$ cat src/rtl/alu_pkg.sv
// alu_pkg: shared width, opcode/state enums, flag indices and the single-cycle evaluator
package alu_pkg;
  localparam int WIDTH = 16;
  localparam int F_N = 3;
  localparam int F_Z = 2;
  localparam int F_C = 1;
  localparam int F_V = 0;
  typedef enum logic [3:0] {
    OP_ADD, OP_SUB, OP_AND, OP_OR, OP_XOR, OP_NOT,
    OP_SHL, OP_SHR, OP_ASR, OP_PASS, OP_INC, OP_MUL
  } op_t;
  typedef enum logic {S_IDLE, S_MUL} state_t;
  // Returns {flags, result}; reserved opcodes (and MUL here) give all zeros.
  function automatic logic [WIDTH+3:0] alu_eval(logic [3:0] op, logic [WIDTH-1:0] a, logic [WIDTH-1:0] b);
    logic [WIDTH:0] s;
    logic [WIDTH-1:0] r;
    logic [3:0] f;
    s = '0;
    r = '0;
    f = '0;
    case (op)
      OP_ADD: begin
        s = {1'b0, a} + {1'b0, b};
        r = s[WIDTH-1:0];
        f[F_C] = s[WIDTH];
        f[F_V] = (a[WIDTH-1] == b[WIDTH-1]) && (r[WIDTH-1] != a[WIDTH-1]);
      end
      OP_SUB: begin
        s = {1'b0, a} + {1'b0, ~b} + {{WIDTH{1'b0}}, 1'b1};
        r = s[WIDTH-1:0];
        f[F_C] = s[WIDTH];
        f[F_V] = (a[WIDTH-1] != b[WIDTH-1]) && (r[WIDTH-1] != a[WIDTH-1]);
      end
      OP_AND: r = a & b;
      OP_OR: r = a | b;
      OP_XOR: r = a ^ b;
      OP_NOT: r = ~b;
      OP_SHL: begin
        r = {a[WIDTH-2:0], 1'b0};
        f[F_C] = a[WIDTH-1];
      end
      OP_SHR: begin
        r = {1'b0, a[WIDTH-1:1]};
        f[F_C] = a[0];
      end
      OP_ASR: begin
        r = {a[WIDTH-1], a[WIDTH-1:1]};
        f[F_C] = a[0];
      end
      OP_PASS: r = b;
      OP_INC: begin
        s = {1'b0, b} + {{WIDTH{1'b0}}, 1'b1};
        r = s[WIDTH-1:0];
        f[F_C] = s[WIDTH];
      end
      default: return '0;
    endcase
    f[F_N] = r[WIDTH-1];
    f[F_Z] = r == '0;
    return {f, r};
  endfunction
endpackage

$ cat src/rtl/alu_mul_seq.sv
// alu_mul_seq: 16-iteration shift-add multiplier; last flags the final iteration, prod its sum
module alu_mul_seq import alu_pkg::*; (
  input  logic                 clk,
  input  logic                 reset,
  input  logic                 start,
  input  logic [WIDTH-1:0]     a,
  input  logic [WIDTH-1:0]     b,
  output logic                 busy,
  output logic                 last,
  output logic [2*WIDTH-1:0]   prod
);
  state_t state;
  logic [3:0] cnt;
  logic [2*WIDTH-1:0] acc, a_sh;
  logic [WIDTH-1:0] b_sh;
  assign prod = acc + (b_sh[0] ? a_sh : '0);
  assign last = state == S_MUL && cnt == 4'd15;
  always_ff @(posedge clk)
    if (!reset) begin
      state <= S_IDLE;
      cnt <= '0;
      acc <= '0;
      a_sh <= '0;
      b_sh <= '0;
      busy <= 1'b0;
    end else if (state == S_IDLE && start) begin
      state <= S_MUL;
      cnt <= '0;
      acc <= '0;
      a_sh <= {{WIDTH{1'b0}}, a};
      b_sh <= b;
      busy <= 1'b1;
    end else if (state == S_MUL) begin
      acc <= prod;
      a_sh <= a_sh << 1;
      b_sh <= b_sh >> 1;
      cnt <= cnt + 4'd1;
      state <= last ? S_IDLE : S_MUL;
      busy <= !last;
    end
endmodule

$ cat src/rtl/alu_mc.sv
// alu_mc: multi-cycle 16-bit ALU driving Z's from_ALU input
// Define ALU_MUL_EN to compile in the sequential multiplier for opcode 11.
module alu_mc import alu_pkg::*; (
  input  logic             clk,
  input  logic             reset,
  input  logic [WIDTH-1:0] y_val,
  input  logic [WIDTH-1:0] bus_in,
  input  logic [3:0]       alu_op,
  input  logic             start,
  output logic [WIDTH-1:0] from_ALU,
  output logic             busy,
  output logic             done,
  output logic [3:0]       flags
);
  logic mul_op, mul_last;
  logic [2*WIDTH-1:0] mul_prod;
  logic [3:0] mul_flags;
`ifdef ALU_MUL_EN
  assign mul_op = alu_op == OP_MUL;
  alu_mul_seq u_mul (
    .clk   (clk),
    .reset (reset),
    .start (start && mul_op),
    .a     (y_val),
    .b     (bus_in),
    .busy  (busy),
    .last  (mul_last),
    .prod  (mul_prod)
  );
`else
  assign mul_op = 1'b0;
  assign mul_last = 1'b0;
  assign mul_prod = '0;
  assign busy = 1'b0;
`endif
  assign mul_flags = {mul_prod[WIDTH-1], mul_prod[WIDTH-1:0] == '0, |mul_prod[2*WIDTH-1:WIDTH], 1'b0};
  always_ff @(posedge clk)
    if (!reset) begin
      from_ALU <= '0;
      flags <= '0;
      done <= 1'b0;
    end else if (mul_last) begin
      from_ALU <= mul_prod[WIDTH-1:0];
      flags <= mul_flags;
      done <= 1'b1;
    end else if (start && !busy && !mul_op) begin
      {flags, from_ALU} <= alu_eval(alu_op, y_val, bus_in);
      done <= 1'b1;
    end else
      done <= 1'b0;
endmodule

$ cat config.mk
export PLATFORM = sky130hd
export DESIGN_NAME = alu_mc
export DESIGN_NICKNAME = d
export VERILOG_FILES = /design/src/rtl/alu_pkg.sv /design/src/rtl/alu_mul_seq.sv /design/src/rtl/alu_mc.sv
export SDC_FILE = /design/constraint.sdc
export NUM_CORES = 1
export LEC_CHECK = 0
export BUFFER_PORTS_ARGS = -buffer_cell sky130_fd_sc_hd__buf_2
export CORE_ASPECT_RATIO = 0.8
export CORE_MARGIN = 8
export CORE_UTILIZATION = 45
export CTS_BUF_LIST = sky130_fd_sc_hd__clkbuf_8
export DETAILED_ROUTE_END_ITERATION = 10
export PLACE_DENSITY = 0.71
export SETUP_SLACK_MARGIN = 0.3
export SYNTH_ARGS = -nofsm -noshare
export SYNTH_HDL_FRONTEND = slang
export SYNTH_SLANG_ARGS = --single-unit
$ cat constraint.sdc
create_clock -name clk -period 7.6 [get_ports clk]
set_clock_uncertainty 0.05 [all_clocks]
set_input_delay 1.52 -clock clk [delete_from_list [all_inputs] [get_ports clk]]
set_output_delay 1.52 -clock clk [all_outputs]
set_load 0.05 [all_outputs]
==> impl_metrics.py, run 1 <==
metrics = {
    "clock_tree": {
        "cts_hold_buf": 0,
        "cts_tree": "yes",
        "htreeDepth": 1,
        "cts_root_buf": "clkbuf_8",
        "cts.path.max_buffers": 2,
        "cts_resized": 0,
        "cts_setup_buffers": 0,
        "insertion_delay_ns": 0.25,
        "numCtsBuffers": 3,
        "clkSlewWorstSetupHoldPaths_ns": 0.07,
        "cts_sinks": 20,
    },
    "synth": {
        "synth.distinct_cells": 78,
        "synth_top_area_frac": 0.151,
        "ys_seq_area_frac": 0.0928,
        "ys_seq_elements": 20,
        "yosys.area_share.xor_xnor": 0.0325,
        "synth_common_cells": "inv_1, ha_1, nor2_1",
        "ys_warn_count": 0,
        "synth-simple-area-share": 0.225,
        "synth_fa_ha_area_frac": 0.160,
        "synthCells": 614,
        "async_flop_share": 0,
        "netlist_area_sq_um": 4310,
        "syn-num-nets": 707,
        "synth_ff_type": "dfxtp_1",
        "synth_most_common_cell": "inv_1",
        "yosysTopAreaCell": "ha_1",
        "synth_edf_count": 0,
        "muxShareOfSynthArea": 0.0357,
        "synth_top_family_by_area": "compound AO/OA/AOI/OAI gates",
        "synth_compound_area_frac": 0.363,
        "synth_area_per_cell_sq_um": 7.02,
        "synth_area_leaders": "ha_1, dfxtp_1, a21oi_1",
    },
    "grt": {
        "met3_usage": 0.0661,
        "grtUsageMet2": 0.351,
        "grt_usage": 0.243,
        "antenna_found_initial": 0,
        "grt-ovfl-total": 0,
        "grtUsageMet1": 0.343,
        "grt_max_degree": 41,
        "grt_pass1_vias": 4760,
        "grt_pass1_wl_mm": 26.3,
        "grt.busiest_layer": "met2",
    },
    "sta": {
        "totalNegativeSetupSlack_ns": 0,
        "period_share": 0.647,
        "hold_viol": 0,
        "drv_slew": 0,
        "slew_headroom": 0.365,
        "rsz0062_at_grt": "false",
        "fmax_mhz": 203,
        "tightest_slew_ns": 0.929,
        "final.min_clock_period_ns": 4.92,
        "setup_viol": 0,
    },
    "floorplanning": {
        "fp.coreArea_sq_um": 9490,
        "num_rows": 32,
        "start_util": 0.455,
        "io_pins": 61,
        "die_h_um": 104,
        "fp.dieW_um": 125,
        "dieArea_sq_um": 13000,
    },
    "placed_design": {
        "gp_congestion": 0.973,
        "io_buffers": 59,
        "dp.cells": 754,
        "dp_hpwl_mm": 12.7,
    },
    "setup_path": {
        "critPathRequiredTime_ns": 7.74,
        "cpMaxStageDelayCell": "a2111oi_0",
        "worst-path-buf-inv": 1,
        "cp-end-kind": "flop",
        "cp_cell_sequence": "buf_2, nand2b_1, a2bb2o_1, a2111oi_0, nand4bb_1, nor4_1, and3_1, nand4_1, o21ai_2",
        "worstPathArrival_ns": 5.06,
        "path_max_fanout": 31,
        "critPathKind": "in2reg",
        "rrSetupSlack_ns": 6.68,
        "crit_path_start_kind": "input port",
        "slowest_delay_ns": 0.90,
        "cp_top_family": "compound AO/OA/AOI/OAI gates",
    },
    "status": {
        "status": "finished, final reports clean",
    },
    "finish": {
        "area_growth_pct": 8.50,
        "final_nets": 733,
        "n_fill_cell": 972,
        "fin_cells": 757,
        "drive_above_1_share": 0.124,
        "num_antenna_cells": 0,
    },
    "job": {
        "cap_violations": 0,
    },
    "pwr": {
        "ir_drop_mv": 0.0773,
        "leakagePower_nw": 2.07,
        "p_total_mw": 0.503,
        "power_density_nw_per_um2": 107,
    },
    "detailed_routing": {
        "dr_total_vias": 5126,
        "firstDrtPassIters": 5,
        "viasPerCell": 6.77,
        "drc_errors": 0,
        "drt_iter0_drc": 778,
        "ant_nets": 0,
        "routed_wl_mm": 16.5,
        "wire_per_inst_um": 21.8,
    },
    "hold_path": {
        "hp-class": "reg2reg",
    },
}
## registers in the layout, summed over array words and instances (netlist names)
signal,count
from_ALU,16
flags,3
done,1
## path summary, 6_finish.rpt
| kind | startpoint | end | cells after the start |
|---|---|---|---|
| worst min register to register | flags[0]$_SDFFE_PN0P_ | flags[0]$_SDFFE_PN0P_ | 2 |
| worst max-delay path | alu_op[3] | flags[2]$_SDFFE_PN0P_ | 9 |
| worst max register to register | flags[1]$_SDFFE_PN0P_ | flags[1]$_SDFFE_PN0P_ | 4 |
| worst min-delay path | flags[0]$_SDFFE_PN0P_ | flags[0]$_SDFFE_PN0P_ | 2 |
## cell families (layout without fill, tap and decap cells)
group | after synthesis | after routing
AO/OA/AOI/OAI | 220 | 220
XOR/XNOR | 16 | 16
adder cells (fa/ha/maj) | 54 | 54
buffers and inverters | 98 | 122
flip-flops | 20 | 20
multiplexers | 14 | 14
other | 1 | 1
AND/OR/NAND/NOR | 191 | 191
## worst register-to-register path, cell delays in order (launching register included)
cell and delay [ns]:
dfxtp_1 0.32, nand2_1 0.08, nand3_1 0.08, a31oi_1 0.16, a22oi_1 0.10
## power breakdown
part           internal [mW]  switching (mW)
registers              0.112         0.00326
clock network         0.0352          0.0327
logic                  0.105           0.215
total                  0.252           0.250
## metal layers
| layer | up-vias | wire, um |
|---|---|---|
| li1 | 2330 | - |
| met1 | 2373 | 7170 |
| met2 | 371 | 6780 |
| met3 | 52 | 2070 |
| met4 | 0 | 510 |
| met5 | - | 0 |
## layout by cell type, fill, tap and decap left out, types with 4 or more instances in the layout
| cell type | synthesis | layout |
|---|---|---|
| a221oi_1 | 6 | 6 |
| ha_1 | 52 | 52 |
| dfxtp_1 | 20 | 20 |
| a31oi_1 | 7 | 7 |
| a22oi_1 | 12 | 12 |
| xnor2_1 | 15 | 15 |
| a21oi_1 | 47 | 47 |
| mux2i_1 | 12 | 12 |
| a221o_1 | 7 | 7 |
| a211oi_1 | 13 | 13 |
| a2bb2oi_1 | 4 | 4 |
| o21bai_1 | 4 | 4 |
| o31ai_1 | 4 | 4 |
| o211ai_1 | 7 | 7 |
| nand3_1 | 10 | 10 |
| o21ai_0 | 34 | 34 |
| o22ai_1 | 5 | 5 |
| nor2_1 | 50 | 50 |
| a2111oi_0 | 4 | 4 |
| inv_1 | 55 | 55 |
| a21o_1 | 7 | 7 |
| o221ai_1 | 8 | 8 |
| and3_1 | 4 | 4 |
| or3_1 | 6 | 6 |
| a32oi_1 | 8 | 8 |
| nor2b_1 | 15 | 15 |
| buf_4 | 3 | 4 |
| nand2b_1 | 8 | 8 |
| nand2_1 | 46 | 46 |
| buf_2 | 8 | 59 |
| nand4_1 | 6 | 6 |
| a22o_1 | 5 | 5 |
| nor3_1 | 15 | 15 |
| o211a_1 | 6 | 6 |
| nor4_1 | 9 | 8 |
## area by class of cell
| type | count | area, sq um | area share |
|---|---|---|---|
| Clock buffer | 3 | 41.3 | 0.00882 |
| Tap cell | 119 | 149 | 0.0318 |
| Timing Repair Buffer | 63 | 325 | 0.0695 |
| Multi-Input combinational cell | 496 | 3550 | 0.759 |
| Inverter | 56 | 210 | 0.0449 |
| Sequential cell | 20 | 400 | 0.0856 |
## stage by stage
stage,utilization,setup slack [ns],hold WS (ns),area [sq um]
after detailed placement,0.489,2.53,0.395,4640
after CTS,0.493,2.76,0.406,4680
after global placement,0.489,2.69,0.389,4640
final,0.493,2.68,0.397,4680
after floorplan,-,3.35,0.610,4310
after global routing,0.493,2.55,0.447,4680
Power figures use the tool's default switching activity.
==> run 2: changes to the inputs <==
- ABC_AREA: not set -> 1
- clock period: 7.6 -> 5 ns (I/O delays scaled with it)
==> run 2 against run 1 <==
Global-route usage decreased by 1.7 points. Clock-buffer cell count unchanged. Combinational power increased by 38%. Synthesized cell count increased by 35%. Cell count increased by 31%. Routed wire length decreased by 4.6%. Critical path type unchanged. Flip-flop and latch count unchanged. Area after synthesis increased by 1.5%.
==> impl_metrics.py, run 2 <==
metrics = {
    "detailed_routing": {
        "dr_total_vias": 5462,
        "firstDrtPassIters": 5,
        "wire_per_inst_um": 15.9,
        "viasPerCell": 5.51,
        "routed_wl_mm": 15.8,
        "drt_iter0_drc": 665,
        "drc_errors": 0,
        "ant_nets": 0,
    },
    "setup_path": {
        "worst-path-buf-inv": 3,
        "r2r-start": "from_ALU[15]$_SDFFE_PN0P_",
        "critPathRequiredTime_ns": 5.14,
        "cp-end-kind": "flop",
        "crit_path_start": "bus_in[0]",
        "crit_path_start_kind": "input port",
        "cp_cell_sequence": "buf_2, ha_1, inv_1, fa_1, inv_1, nand3_1, nand2_1, nand2_1, nand2_1, nand3_1, a21oi_1, nor2_1, nor2_1, nand2_1, nor2_1, nand3_1, nand2_1",
        "worstPathArrival_ns": 3.25,
        "slowest_delay_ns": 0.39,
        "cpMaxStageDelayCell": "fa_1",
        "critPathKind": "in2reg",
        "path_max_fanout": 5,
        "cpMostUsedCell": "nand2_1",
        "cp_top_family": "simple AND/OR/NAND/NOR gates",
    },
    "finish": {
        "largest_reg_flops": 16,
        "final_nets": 968,
        "num_antenna_cells": 0,
        "area_growth_pct": 8.60,
        "regMostFlops": "from_ALU",
        "biggestRegsByFlops": "from_ALU x16, flags x3, done x1",
        "final_common_cell": "nand2_1",
        "final_cell_mix": "nand2_1, nor2_1, inv_1, nand3_1, buf_2",
        "drive_above_1_share": 0.0836,
    },
    "sta": {
        "fmax_mhz": 322,
        "drv_slew": 0,
        "period_share": 0.621,
        "slew_headroom": 0.237,
        "setup_viol": 0,
        "tightest_slew_ns": 1.14,
        "final.min_clock_period_ns": 3.11,
        "totalNegativeSetupSlack_ns": 0,
        "rsz0062_at_grt": "false",
        "hold_viol": 0,
    },
    "clock_tree": {
        "cts_hold_buf": 0,
        "cts_sinks": 20,
        "cts_resized": 0,
        "cts_tree": "yes",
        "htreeDepth": 1,
        "insertion_delay_ns": 0.25,
        "numCtsBuffers": 3,
        "clkSlewWorstSetupHoldPaths_ns": 0.06,
        "cts_setup_buffers": 0,
        "cts_root_buf": "clkbuf_8",
        "cts.path.max_buffers": 2,
    },
    "synth": {
        "synth_edf_count": 0,
        "ys_warn_count": 0,
        "ys_seq_elements": 20,
        "netlist_area_sq_um": 4380,
        "synth_most_common_cell": "nand2_1",
        "syn-num-nets": 924,
        "yosysTopAreaCell": "nand2_1",
        "synth_area_leaders": "nand2_1, ha_1, nor2_1",
        "ys_seq_area_frac": 0.0915,
        "synth_area_per_cell_sq_um": 5.27,
        "synthCells": 831,
        "async_flop_share": 0,
        "synth_ff_type": "dfxtp_1",
        "synth_common_cells": "nand2_1, nor2_1, inv_1",
        "synth_top_area_frac": 0.226,
        "synth.distinct_cells": 38,
    },
    "pwr": {
        "p_total_mw": 0.713,
        "power_density_nw_per_um2": 150,
        "ir_drop_mv": 0.110,
        "leakagePower_nw": 2.63,
    },
    "floorplanning": {
        "num_rows": 32,
        "io_pins": 61,
        "dieArea_sq_um": 13200,
        "die_h_um": 104,
        "start_util": 0.458,
        "fp.dieW_um": 126,
        "fp.coreArea_sq_um": 9570,
    },
    "placed_design": {
        "gp_congestion": 1.01,
        "dp_hpwl_mm": 13.0,
        "io_buffers": 59,
    },
    "job": {
        "cap_violations": 0,
    },
    "grt": {
        "grt_max_degree": 20,
        "grt_pass1_wl_mm": 24.4,
        "antenna_found_initial": 0,
        "grt_pass1_vias": 4683,
        "grt_usage": 0.227,
        "grt-ovfl-total": 0,
    },
    "status": {
        "status": "finished, final reports clean",
    },
    "hold_path": {
        "hp-class": "reg2reg",
        "holdCritStartpoint": "from_ALU[11]$_SDFFE_PN0P_",
    },
}
## run 2: cell count changes after synthesis, moves of 11 or more
| cell | change |
|---|---|
| nor2b_1 | -15 |
| o21ai_0 | +11 |
| a21oi_1 | -11 |
| a22oi_1 | -12 |
| xnor2_1 | -14 |
| a211oi_1 | -13 |
| nor2_1 | +76 |
| nand2_1 | +218 |
| clkbuf_1 | -27 |
| inv_1 | +51 |
| mux2i_1 | -12 |
| nand3_1 | +84 |
## run 2: layout make-up
class | instances | area [sq um]
flip-flops and latches | 20 | 400
repair buffers | 60 | 303
well taps | 119 | 149
multi-input cells | 680 | 3450
inverters | 110 | 413
clock buffers | 3 | 41.3
fillers | 1077 | 4810
## run 2: per-stage QoR
stage	instances	hold slack [ns]	area (sq um)	util	setup WS, ns
6_report	992	0.402	4750	0.497	1.89
3_5_place_dp	989	0.393	4710	0.493	1.68
4_1_cts	992	0.410	4750	0.497	1.94
5_1_grt	992	0.439	4750	0.497	1.63
3_3_place_gp	989	0.388	4710	0.493	1.70
2_1_floorplan	831	0.626	4380	-	2.26
## run 2: where the power goes
group / leakage (nW) / switching (mW) / internal, mW
sequential: 0.164 / 0.00473 / 0.170
clock: 0.0216 / 0.0446 / 0.0534
combinational: 2.44 / 0.316 / 0.125
total: 2.63 / 0.365 / 0.348
## run 2: cells by family (layout without fill, tap and decap cells)
| logic type | after synthesis | count (layout) | share of synthesized area |
|---|---|---|---|
| compound gates | 107 | 107 | 0.139 |
| flops | 20 | 20 | 0.0915 |
| buf+inv | 131 | 173 | 0.121 |
| xor+xnor | 2 | 2 | 0.00400 |
| simple gates | 516 | 516 | 0.486 |
| fa+ha+maj | 54 | 54 | 0.158 |
| other cells | 1 | 1 | 0.000857 |
## run 2: routing by layer
metal | vias up | global-route usage | share of wire
li1 | 2740 | - | -
met1 | 2405 | 0.338 | 0.47
met2 | 294 | 0.329 | 0.39
met3 | 23 | 0.0400 | 0.13
met4 | 0 | 0.0420 | 0.017
met5 | - | 0 | 0
## run 2: worst paths after layout
path	to	slack [ns]	depth (start not counted)
max	flags[2]$_SDFFE_PN0P_	1.89	17
min	from_ALU[11]$_SDFFE_PN0P_	0.40	2
max reg2reg	from_ALU[15]$_SDFFE_PN0P_	4.32	1
min reg2reg	from_ALU[11]$_SDFFE_PN0P_	0.40	2
